<file path="config.mk">
export PLATFORM = sky130hd
export DESIGN_NAME = sram_write_arbiter_flat
export DESIGN_NICKNAME = d
export VERILOG_FILES = /design/src/rtl/sram_write_arbiter_if.sv /design/src/rtl/sram_write_arbiter.sv /design/src/flat_wrapper.sv
export SDC_FILE = /design/constraint.sdc
export NUM_CORES = 1
export LEC_CHECK = 0
export ABC_AREA = 1
export CORE_ASPECT_RATIO = 1.4
export CORE_MARGIN = 2
export CORE_UTILIZATION = 56
export CTS_CLUSTER_DIAMETER = 120
export DETAILED_ROUTE_END_ITERATION = 12
export DONT_BUFFER_PORTS = 1
export MAX_ROUTING_LAYER = met4
export PLACE_DENSITY = 0.71
export SYNTH_ARGS = -nofsm -noshare
export SYNTH_HDL_FRONTEND = slang
export SYNTH_SLANG_ARGS = --single-unit
</file>
<file path="constraint.sdc">
create_clock -name clk -period 2.15 [get_ports clk]
set_input_delay 0 -clock clk [delete_from_list [all_inputs] [get_ports clk]]
set_output_delay 0 -clock clk [all_outputs]
set_load 0.01 [all_outputs]
</file>
<file path="src/rtl/sram_write_arbiter_if.sv">
// Bundle for four SRAM write requesters and the shared registered write port.
// The arbiter uses the slave modport; requesters drive through master.
interface sram_write_arbiter_if #(
    parameter int DATA_BITS = 8,
    parameter int ADDR_BITS = 4
);
    logic [3:0]             req;
    logic [4*ADDR_BITS-1:0] req_addr;
    logic [4*DATA_BITS-1:0] req_data;
    logic [3:0]             ack;
    logic                   write_en;
    logic [ADDR_BITS-1:0]   write_addr;
    logic [DATA_BITS-1:0]   write_data;
    logic [1:0]             grant_id;
    logic                   busy;
    logic [7:0]             conflict_count;

    modport master (
        output req, req_addr, req_data,
        input  ack, write_en, write_addr, write_data,
        input  grant_id, busy, conflict_count
    );

    modport slave (
        input  req, req_addr, req_data,
        output ack, write_en, write_addr, write_data,
        output grant_id, busy, conflict_count
    );
endinterface

</file>
<file path="src/rtl/sram_write_arbiter.sv">
// Four-way round-robin SRAM write arbiter with bounded bursts per grant.
// Optional contention counter enabled by ARB_CONFLICT_COUNT_EN.
module sram_write_arbiter #(
    parameter int DATA_BITS = 8,
    parameter int ADDR_BITS = 4,
    parameter int BURST_MAX = 4
) (
    input  logic                clk,
    input  logic                reset,
    sram_write_arbiter_if.slave bus
);
    typedef enum logic {IDLE, WRITE} state_t;

    localparam logic [3:0] BMAX = 4'(BURST_MAX);

    state_t               state_q, state_d;
    logic [1:0]           owner_q, owner_d;
    logic                 owner_vld_q, owner_vld_d;
    logic [1:0]           rr_ptr_q, rr_ptr_d;
    logic [3:0]           burst_cnt_q, burst_cnt_d;
    logic [3:0]           ack_q, ack_d;
    logic                 write_en_q, write_en_d;
    logic [ADDR_BITS-1:0] write_addr_q, write_addr_d;
    logic [DATA_BITS-1:0] write_data_q, write_data_d;

    logic [3:0] elig;
    logic [1:0] win;
    logic       win_vld;
    logic       keep;
    logic       grant;
    logic [1:0] sel;

    assign elig = bus.req & ~ack_q;

    always_comb begin
        win     = 2'd0;
        win_vld = 1'b0;
        for (int k = 0; k < 4; k++) begin
            if (!win_vld && elig[rr_ptr_q + 2'(k)]) begin
                win     = rr_ptr_q + 2'(k);
                win_vld = 1'b1;
            end
        end
    end

    // Current owner continues only while under its burst allowance
    assign keep = owner_vld_q && elig[owner_q] && (burst_cnt_q < BMAX);

    always_comb begin
        state_d      = state_q;
        owner_d      = owner_q;
        owner_vld_d  = owner_vld_q;
        rr_ptr_d     = rr_ptr_q;
        burst_cnt_d  = burst_cnt_q;
        ack_d        = 4'b0000;
        write_en_d   = 1'b0;
        write_addr_d = write_addr_q;
        write_data_d = write_data_q;
        grant        = 1'b0;
        sel          = owner_q;
        unique case (state_q)
            IDLE: begin
                if (keep) begin
                    grant       = 1'b1;
                    sel         = owner_q;
                    burst_cnt_d = burst_cnt_q + 4'd1;
                end else if (win_vld) begin
                    grant       = 1'b1;
                    sel         = win;
                    owner_d     = win;
                    owner_vld_d = 1'b1;
                    burst_cnt_d = 4'd1;
                    rr_ptr_d    = win + 2'd1;
                end else begin
                    owner_vld_d = 1'b0;
                    burst_cnt_d = 4'd0;
                end
                if (grant) begin
                    state_d      = WRITE;
                    write_en_d   = 1'b1;
                    ack_d[sel]   = 1'b1;
                    write_addr_d = bus.req_addr[int'(sel)*ADDR_BITS +: ADDR_BITS];
                    write_data_d = bus.req_data[int'(sel)*DATA_BITS +: DATA_BITS];
                end
            end
            WRITE: begin
                state_d = IDLE;
            end
            default: begin
                state_d = IDLE;
            end
        endcase
    end

    always_ff @(posedge clk or negedge reset) begin
        if (!reset) begin
            state_q      <= IDLE;
            owner_q      <= 2'd0;
            owner_vld_q  <= 1'b0;
            rr_ptr_q     <= 2'd0;
            burst_cnt_q  <= 4'd0;
            ack_q        <= 4'b0000;
            write_en_q   <= 1'b0;
            write_addr_q <= '0;
            write_data_q <= '0;
        end else begin
            state_q      <= state_d;
            owner_q      <= owner_d;
            owner_vld_q  <= owner_vld_d;
            rr_ptr_q     <= rr_ptr_d;
            burst_cnt_q  <= burst_cnt_d;
            ack_q        <= ack_d;
            write_en_q   <= write_en_d;
            write_addr_q <= write_addr_d;
            write_data_q <= write_data_d;
        end
    end

`ifdef ARB_CONFLICT_COUNT_EN
    logic [7:0] conflict_q, conflict_d;
    logic [2:0] n_elig;

    always_comb begin
        n_elig = {2'b00, elig[0]} + {2'b00, elig[1]}
               + {2'b00, elig[2]} + {2'b00, elig[3]};
        conflict_d = conflict_q;
        if (state_q == IDLE && n_elig >= 3'd2 && conflict_q != 8'hFF) begin
            conflict_d = conflict_q + 8'd1;
        end
    end

    always_ff @(posedge clk or negedge reset) begin
        if (!reset) begin
            conflict_q <= 8'd0;
        end else begin
            conflict_q <= conflict_d;
        end
    end

    assign bus.conflict_count = conflict_q;
`else
    assign bus.conflict_count = 8'd0;
`endif

    assign bus.ack        = ack_q;
    assign bus.write_en   = write_en_q;
    assign bus.write_addr = write_addr_q;
    assign bus.write_data = write_data_q;
    assign bus.grant_id   = owner_q;
    assign bus.busy       = owner_vld_q;
endmodule

</file>
<file path="src/flat_wrapper.sv">
// flat-port wrapper written by rule: the top's interface ports become plain ports
module sram_write_arbiter_flat 
#(
    parameter int DATA_BITS = 8,
    parameter int ADDR_BITS = 4,
    parameter int BURST_MAX = 4
)
  (clk, reset, bus_req, bus_req_addr, bus_req_data, bus_ack, bus_write_en, bus_write_addr, bus_write_data, bus_grant_id, bus_busy, bus_conflict_count);
  sram_write_arbiter_if #(.DATA_BITS(DATA_BITS), .ADDR_BITS(ADDR_BITS)) bus_i ();
  input  logic clk;
  input  logic reset;
  input wire logic [$bits(bus_i.req)-1:0] bus_req;
  input wire logic [$bits(bus_i.req_addr)-1:0] bus_req_addr;
  input wire logic [$bits(bus_i.req_data)-1:0] bus_req_data;
  output wire logic [$bits(bus_i.ack)-1:0] bus_ack;
  output wire logic [$bits(bus_i.write_en)-1:0] bus_write_en;
  output wire logic [$bits(bus_i.write_addr)-1:0] bus_write_addr;
  output wire logic [$bits(bus_i.write_data)-1:0] bus_write_data;
  output wire logic [$bits(bus_i.grant_id)-1:0] bus_grant_id;
  output wire logic [$bits(bus_i.busy)-1:0] bus_busy;
  output wire logic [$bits(bus_i.conflict_count)-1:0] bus_conflict_count;
  assign bus_i.req = bus_req;
  assign bus_i.req_addr = bus_req_addr;
  assign bus_i.req_data = bus_req_data;
  assign bus_ack = bus_i.ack;
  assign bus_write_en = bus_i.write_en;
  assign bus_write_addr = bus_i.write_addr;
  assign bus_write_data = bus_i.write_data;
  assign bus_grant_id = bus_i.grant_id;
  assign bus_busy = bus_i.busy;
  assign bus_conflict_count = bus_i.conflict_count;
  sram_write_arbiter #(.DATA_BITS(DATA_BITS), .ADDR_BITS(ADDR_BITS), .BURST_MAX(BURST_MAX)) u_core (.clk(clk), .reset(reset), .bus(bus_i));
endmodule
</file>
### Word level (Yosys, flattened, before mapping)

Cells that the tools add are included.

* RAM bits: 0
* register bits after elaboration: 27
* bits in latches: 0
* memories: 0
* bits in read-only memories: 0

* div/mod/pow operators: 0
* bitwise gates (word level): 4
* reduce and logical (&&, ||, !) cells: 12
* multiply operators: 0
* shift operators: 2
* equality and inequality tests: 0
* add/subtract/negate cells: 5
* muxes and demuxes: 33
* magnitude comparators: 8

Operators with widths (count)
* 32-bit by 6-bit variable part select with 8-bit output: 1
* 2-bit by 3-bit < comparator with 1-bit output (second input constant): 6
* 1-bit 2-to-1 mux: 16
* 16-bit by 5-bit variable part select with 4-bit output: 1
* 2-bit 2-to-1 mux: 7
* 4-bit 2-to-1 mux: 3
* 1-bit binary-select mux with 2-bit select: 5
* 1-bit logical AND: 6
* 2-bit by 1-bit adder with 2-bit output (second input constant): 2
* 2-bit adder (second input constant): 2
* 4-bit by 1-bit adder with 4-bit output (second input constant): 1
* 4-bit bitwise AND: 1
* 4-bit by 3-bit < comparator with 1-bit output (second input constant): 1
* 4-bit inverter: 1
* 2-bit AND reduction: 2
* 1-bit zero test: 3
* 3-bit AND reduction: 1
* 1-bit demux with 2-bit select: 1
* 2-bit by 1-bit >= comparator with 1-bit output (second input constant): 1
* 1-bit inverter: 2
* 1-bit case mux with 2 select lines: 1

### Longest topological paths before layout

* word-level depth: 23
* mapped depth: 17
* gate-level depth less buffers: 15

### Worst setup path before layout

No wires, ideal clock.

* kind: register to register
* from: reg u_core.rr_ptr_q[0]
* to: reg u_core.write_addr_q[0], in the netlist u_core.bus.write_addr[0]
* arrival: 1.749 ns
* setup slack: 0.284 ns
* path buffers: 2
* library setup time: 0.117 ns
* required time: 2.033 ns
* clock period less this slack: 1.866 ns
* stages on the path, launching flop included: 17
* cells stage by stage: dfrtp_1 buf_4 inv_6 nand2_1 nand2_2 nand3_2 nand2_2 nand3_4 o21ai_4 nand2_1 buf_4 nand3_1 nand2_1 nand2_1 nand2_1 nand2_1 nand2_1

* word-level cells in the longest chain between the ends: 16
* elaborated cells between the ends (all ways): 33

Ends and longest elaborated chain
* start: declaration: RTL line sram_write_arbiter.sv:19 `logic [1:0] rr_ptr_q, rr_ptr_d;`
* start signal: assignment: RTL line sram_write_arbiter.sv:110 `rr_ptr_q <= rr_ptr_d;`
* branches (longest 16 deep; another with 2-bit by 1-bit adder with 2-bit output)
* end signal: assignment: RTL line sram_write_arbiter.sv:114 `write_addr_q <= write_addr_d;`
* end: declaration: RTL line sram_write_arbiter.sv:23 `logic [ADDR_BITS-1:0] write_addr_q, write_addr_d;`

Several ways; the timed one is not identified. The select of a mux whose other input is x is not followed.
A chain may end at the register's enable or synchronous reset.

### Worst setup path in the final report

* from: reg u_core.ack_q[1], in the netlist u_core.bus.ack[1]
* to: reg u_core.write_data_q[6], in the netlist u_core.bus.write_data[6]

* word-level cells in the longest chain between the ends: 18
* elaborated cells between the ends (all ways): 36

Ends and longest elaborated chain
* start: declaration: RTL line sram_write_arbiter.sv:21 `logic [3:0] ack_q, ack_d;`
* start signal: assignment: RTL line sram_write_arbiter.sv:112 `ack_q <= ack_d;`
* 4-bit inverter *: RTL line sram_write_arbiter.sv:33 `assign elig = bus.req & ~ack_q;`
* 4-bit bitwise AND *: RTL line sram_write_arbiter.sv:33
* 1-bit binary-select mux with 2-bit select: RTL line sram_write_arbiter.sv:39 `if (!win_vld && elig[rr_ptr_q + 2'(k)]) begin`
* 1-bit 2-to-1 mux (implied by the code): RTL line sram_write_arbiter.sv:39
* 1-bit 2-to-1 mux: RTL line sram_write_arbiter.sv:39
* 1-bit zero test: RTL line sram_write_arbiter.sv:39
* 1-bit logical AND: RTL line sram_write_arbiter.sv:39
* 1-bit 2-to-1 mux: RTL line sram_write_arbiter.sv:39
* [2 not listed]
* 1-bit 2-to-1 mux: RTL line sram_write_arbiter.sv:39
* 1-bit zero test: RTL line sram_write_arbiter.sv:39
* 1-bit logical AND: RTL line sram_write_arbiter.sv:39
* 2-bit 2-to-1 mux or 1-bit 2-to-1 mux (tied branches): RTL line sram_write_arbiter.sv:39
* 2-bit 2-to-1 mux or 1-bit 2-to-1 mux (tied branches): RTL line sram_write_arbiter.sv:67 `end else if (win_vld) begin`
* 2-bit 2-to-1 mux or 1-bit 2-to-1 mux (tied branches): RTL line sram_write_arbiter.sv:63 `if (keep) begin`
* 2-bit 2-to-1 mux or 1-bit 2-to-1 mux (tied branches): RTL line sram_write_arbiter.sv:61 `unique case (state_q)`
* 32-bit by 6-bit variable part select with 8-bit output or 2-bit AND reduction (tied branches)
* end signal: assignment: RTL line sram_write_arbiter.sv:115 `write_data_q <= write_data_d;`
* end: declaration: RTL line sram_write_arbiter.sv:24 `logic [DATA_BITS-1:0] write_data_q, write_data_d;`

Every way passes the cells marked *; elsewhere a longest branch is shown, timed or not. The select of a mux whose other input is x is not followed.

==> qor.txt <==
Vias in the first global route: 1888
CORE AREA: 3410 um2
Vias per inst: 6.00
Setup CP Type: flop to flop
Family with the most delay on the worst path: simple AND/OR/NAND/NOR gates
Final #Nets: 380
Pin count of the biggest net entering global routing: 27
Yosys reg bits: 26
Cell Chain, Critical Path: inv_1 > nand3_1 > nand3_2 > nand2_2 > buf_4 > nand3_1 > nand3_1 > nand2_4 > nand2_4 > nand3_1 > nand2_1 > nand2_1 > nand2_1 > nand2_1 > nand2_1
Wire per inst: 17.6 um
Finished Cell Area: 2530 um2
Top area cells in the synthesized netlist: dfrtp_1, nand2_1, nand3_1, buf_4, nand2_2
Placed Cells: 339
Clock root buffer: clkbuf_8
Final-report max-slew violation count: 0
CP most frequent cell: nand2_1
Post-Route WL: 6.40 mm
Util after Layout: 74.1%
Violated checks: negative setup slack
Grt peak-use layer: met2
Routability Congestion: 0.924
Peak Freq: 453 MHz
Share of the synthesized area in the top cell type: 32.3%
HPWL after DPL: 4.05 mm
Slowest cell on crit path: dfrtp_1
CTS H-tree lvls: 1
Leading area contributor after synthesis: dfrtp_1
Mapped cell area: 2010 um2
Most frequent cells in the layout: nand2_1, nand3_1, nand3_2, dfrtp_1, buf_4
Clock Latency Late Sink: 0.28 ns
Layout Area Growth over Synthesis: 25.6%
Site Rows: 25
Max_cap viols: 0
Via count: 2185
Die height: 74.9 um
Final hold violations: 0
Placed instance area: 2030 um2
Setup WS pre-CTS: -0.0317 ns
Clock Sinks: 26
CTS Buf Count: 3
Total number of yosys warnings: 0
Die X-Extent: 54.7 um
Die area: 4100 um2
First-pass GRT wire length: 8.16 mm
Fill cells: 277
Minimum clock period: 2.21 ns
HP Class: input port to flop
Mapped Cells: 303
Register area share after synthesis: 32.3%
Initial antenna violation count: 0
Worst-path clk slew: 0.10 ns
Outcome: finished with violations
Fin cells: 364
CP max stage delay: 0.44 ns
Antenna Cells: 0
Initial Utilization: 59.0%
Final worst slack: -0.0584 ns
Commonest non-fill, non-tap cell in the layout: nand2_1
Skew final: 0.00197 ns
Distinct cells, synth: 28
DRT iter0 DRCs: 81
CTS tree: built
Multi-input gate area: 1350 um2
Unrepaired setup endpoints after global routing: true
Total congestion overflow: 0
Share of cells above drive strength 1: 27.5%
Drt pass-1 iters: 4
Syn_area_per_cell: 6.64 um2
Crit Path Max Fanout: 12
Critical path required time: 2.33 ns
Global Route Usage Sum: 28.7%
Critical path launch point type: flop
Final setup violation count: 12
Buf/Inv on CP: 2
Nature of the critical path endpoint: flop
Met1 Usage GRT: 29.9%
GRT met3 Usage: 3.37%
Longest Clk Path Bufs: 2
CP arrival: 2.39 ns
IO buf count: 0
Antenna-violating nets left: 0
FF/Latch Area: 656 um2
Drt drc: 0
GRT met2 Usage: 50.0%
Period utilisation layout: 103%
# IOs: 82
synthesized netlist by cell type (all sizes together):
cell and instances:
a21oi 1, a22oi 1, buf 20, clkbuf 1, conb 1, dfrtp 26, ha 1, inv 16
nand2 140, nand3 74, nand4 1, nor2 5, nor3 4, nor3b 1, o211ai 1, o21a 1
o21ai 9
worst paths after layout:
check / startpoint / endpoint / slack, ns / cells after the start
worst max-delay path: u_core.bus.ack[1]$_DFF_PN0_ / u_core.bus.write_data[6]$_DFFE_PN0P_ / -0.06 / 15
worst min-delay path: bus_req_addr[6] / u_core.bus.write_addr[2]$_DFFE_PN0P_ / 0.03 / 6
worst max register to register: u_core.bus.ack[1]$_DFF_PN0_ / u_core.bus.write_data[6]$_DFFE_PN0P_ / -0.06 / 15
worst min register to register: u_core.burst_cnt_q[3]$_DFFE_PN0N_ / u_core.burst_cnt_q[3]$_DFFE_PN0N_ / 0.48 / 2
max in group asynchronous: reset / u_core.bus.ack[2]$_DFF_PN0_ / 1.84 / 2
min in group asynchronous: reset / u_core.state_q$_DFF_PN0_ / 0.15 / 2
flip-flops by register name, indices dropped and copies added (netlist names):
signal,count
u_core.bus.grant_id,2
u_core.rr_ptr_q,2
u_core.bus.ack,4
u_core.burst_cnt_q,4
u_core.bus.busy,1
u_core.bus.write_data,8
u_core.state_q,1
u_core.bus.write_addr,4
stage by stage:
| step | hold slack, ns | TNS, ns |
|---|---|---|
| 4_1_cts | 0.0402 | 0 |
| 6_report | 0.0296 | -0.404 |
| 3_5_place_dp | -0.295 | -0.233 |
| 2_1_floorplan | -0.296 | 0 |
| 5_1_grt | 0.0687 | -3.27 |
| 3_3_place_gp | -0.295 | -0.0369 |
worst reg2reg max path, cell delays in order, from the launching register on:
cell	delay [ns]
dfrtp_1	0.44
inv_1	0.15
nand3_1	0.15
nand3_2	0.11
nand2_2	0.09
buf_4	0.14
nand3_1	0.11
nand3_1	0.20
nand2_4	0.19
nand2_4	0.13
nand3_1	0.09
nand2_1	0.05
nand2_1	0.05
nand2_1	0.07
nand2_1	0.08
nand2_1	0.05
cells by family (layout without fill, tap and decap cells):
logic type | after synthesis | in the layout | share of synthesized area (%)
fa+ha+maj | 1 | 1 | 0.622
compound gates | 13 | 14 | 4.79
buf+inv | 37 | 49 | 10.9
other cells | 1 | 8 | 0.186
simple gates | 225 | 226 | 51.1
flops | 26 | 26 | 32.3
layout make-up:
cell class | instances | share of cell area (%)
Multi-Input combinational cell | 249 | 53.5
Sequential cell | 26 | 26.0
Timing Repair Buffer | 29 | 13.0
Inverter | 16 | 2.67
Tap cell | 40 | 1.98
Clock buffer | 3 | 1.63
Clock inverter | 1 | 1.19
metal layers:
metal / part of all wire [%] / routed length (um)
met5: 0 / 0
met1: 34 / 2150
met2: 52 / 3340
met4: 7.5 / 483
met3: 6.6 / 424
repair_timing:
action,in CTS,in global routing
endpoints found under the hold margin,26,0
setup endpoints to repair,11,14
gates cloned,0,5
pin swaps,0,30
gates resized for setup,3,40
setup buffers,0,14
hold buffers,2,0
Power is left out: the tool's default activity adds up to more than one toggle a clock period on the data nets, which glitch-free logic cannot reach.
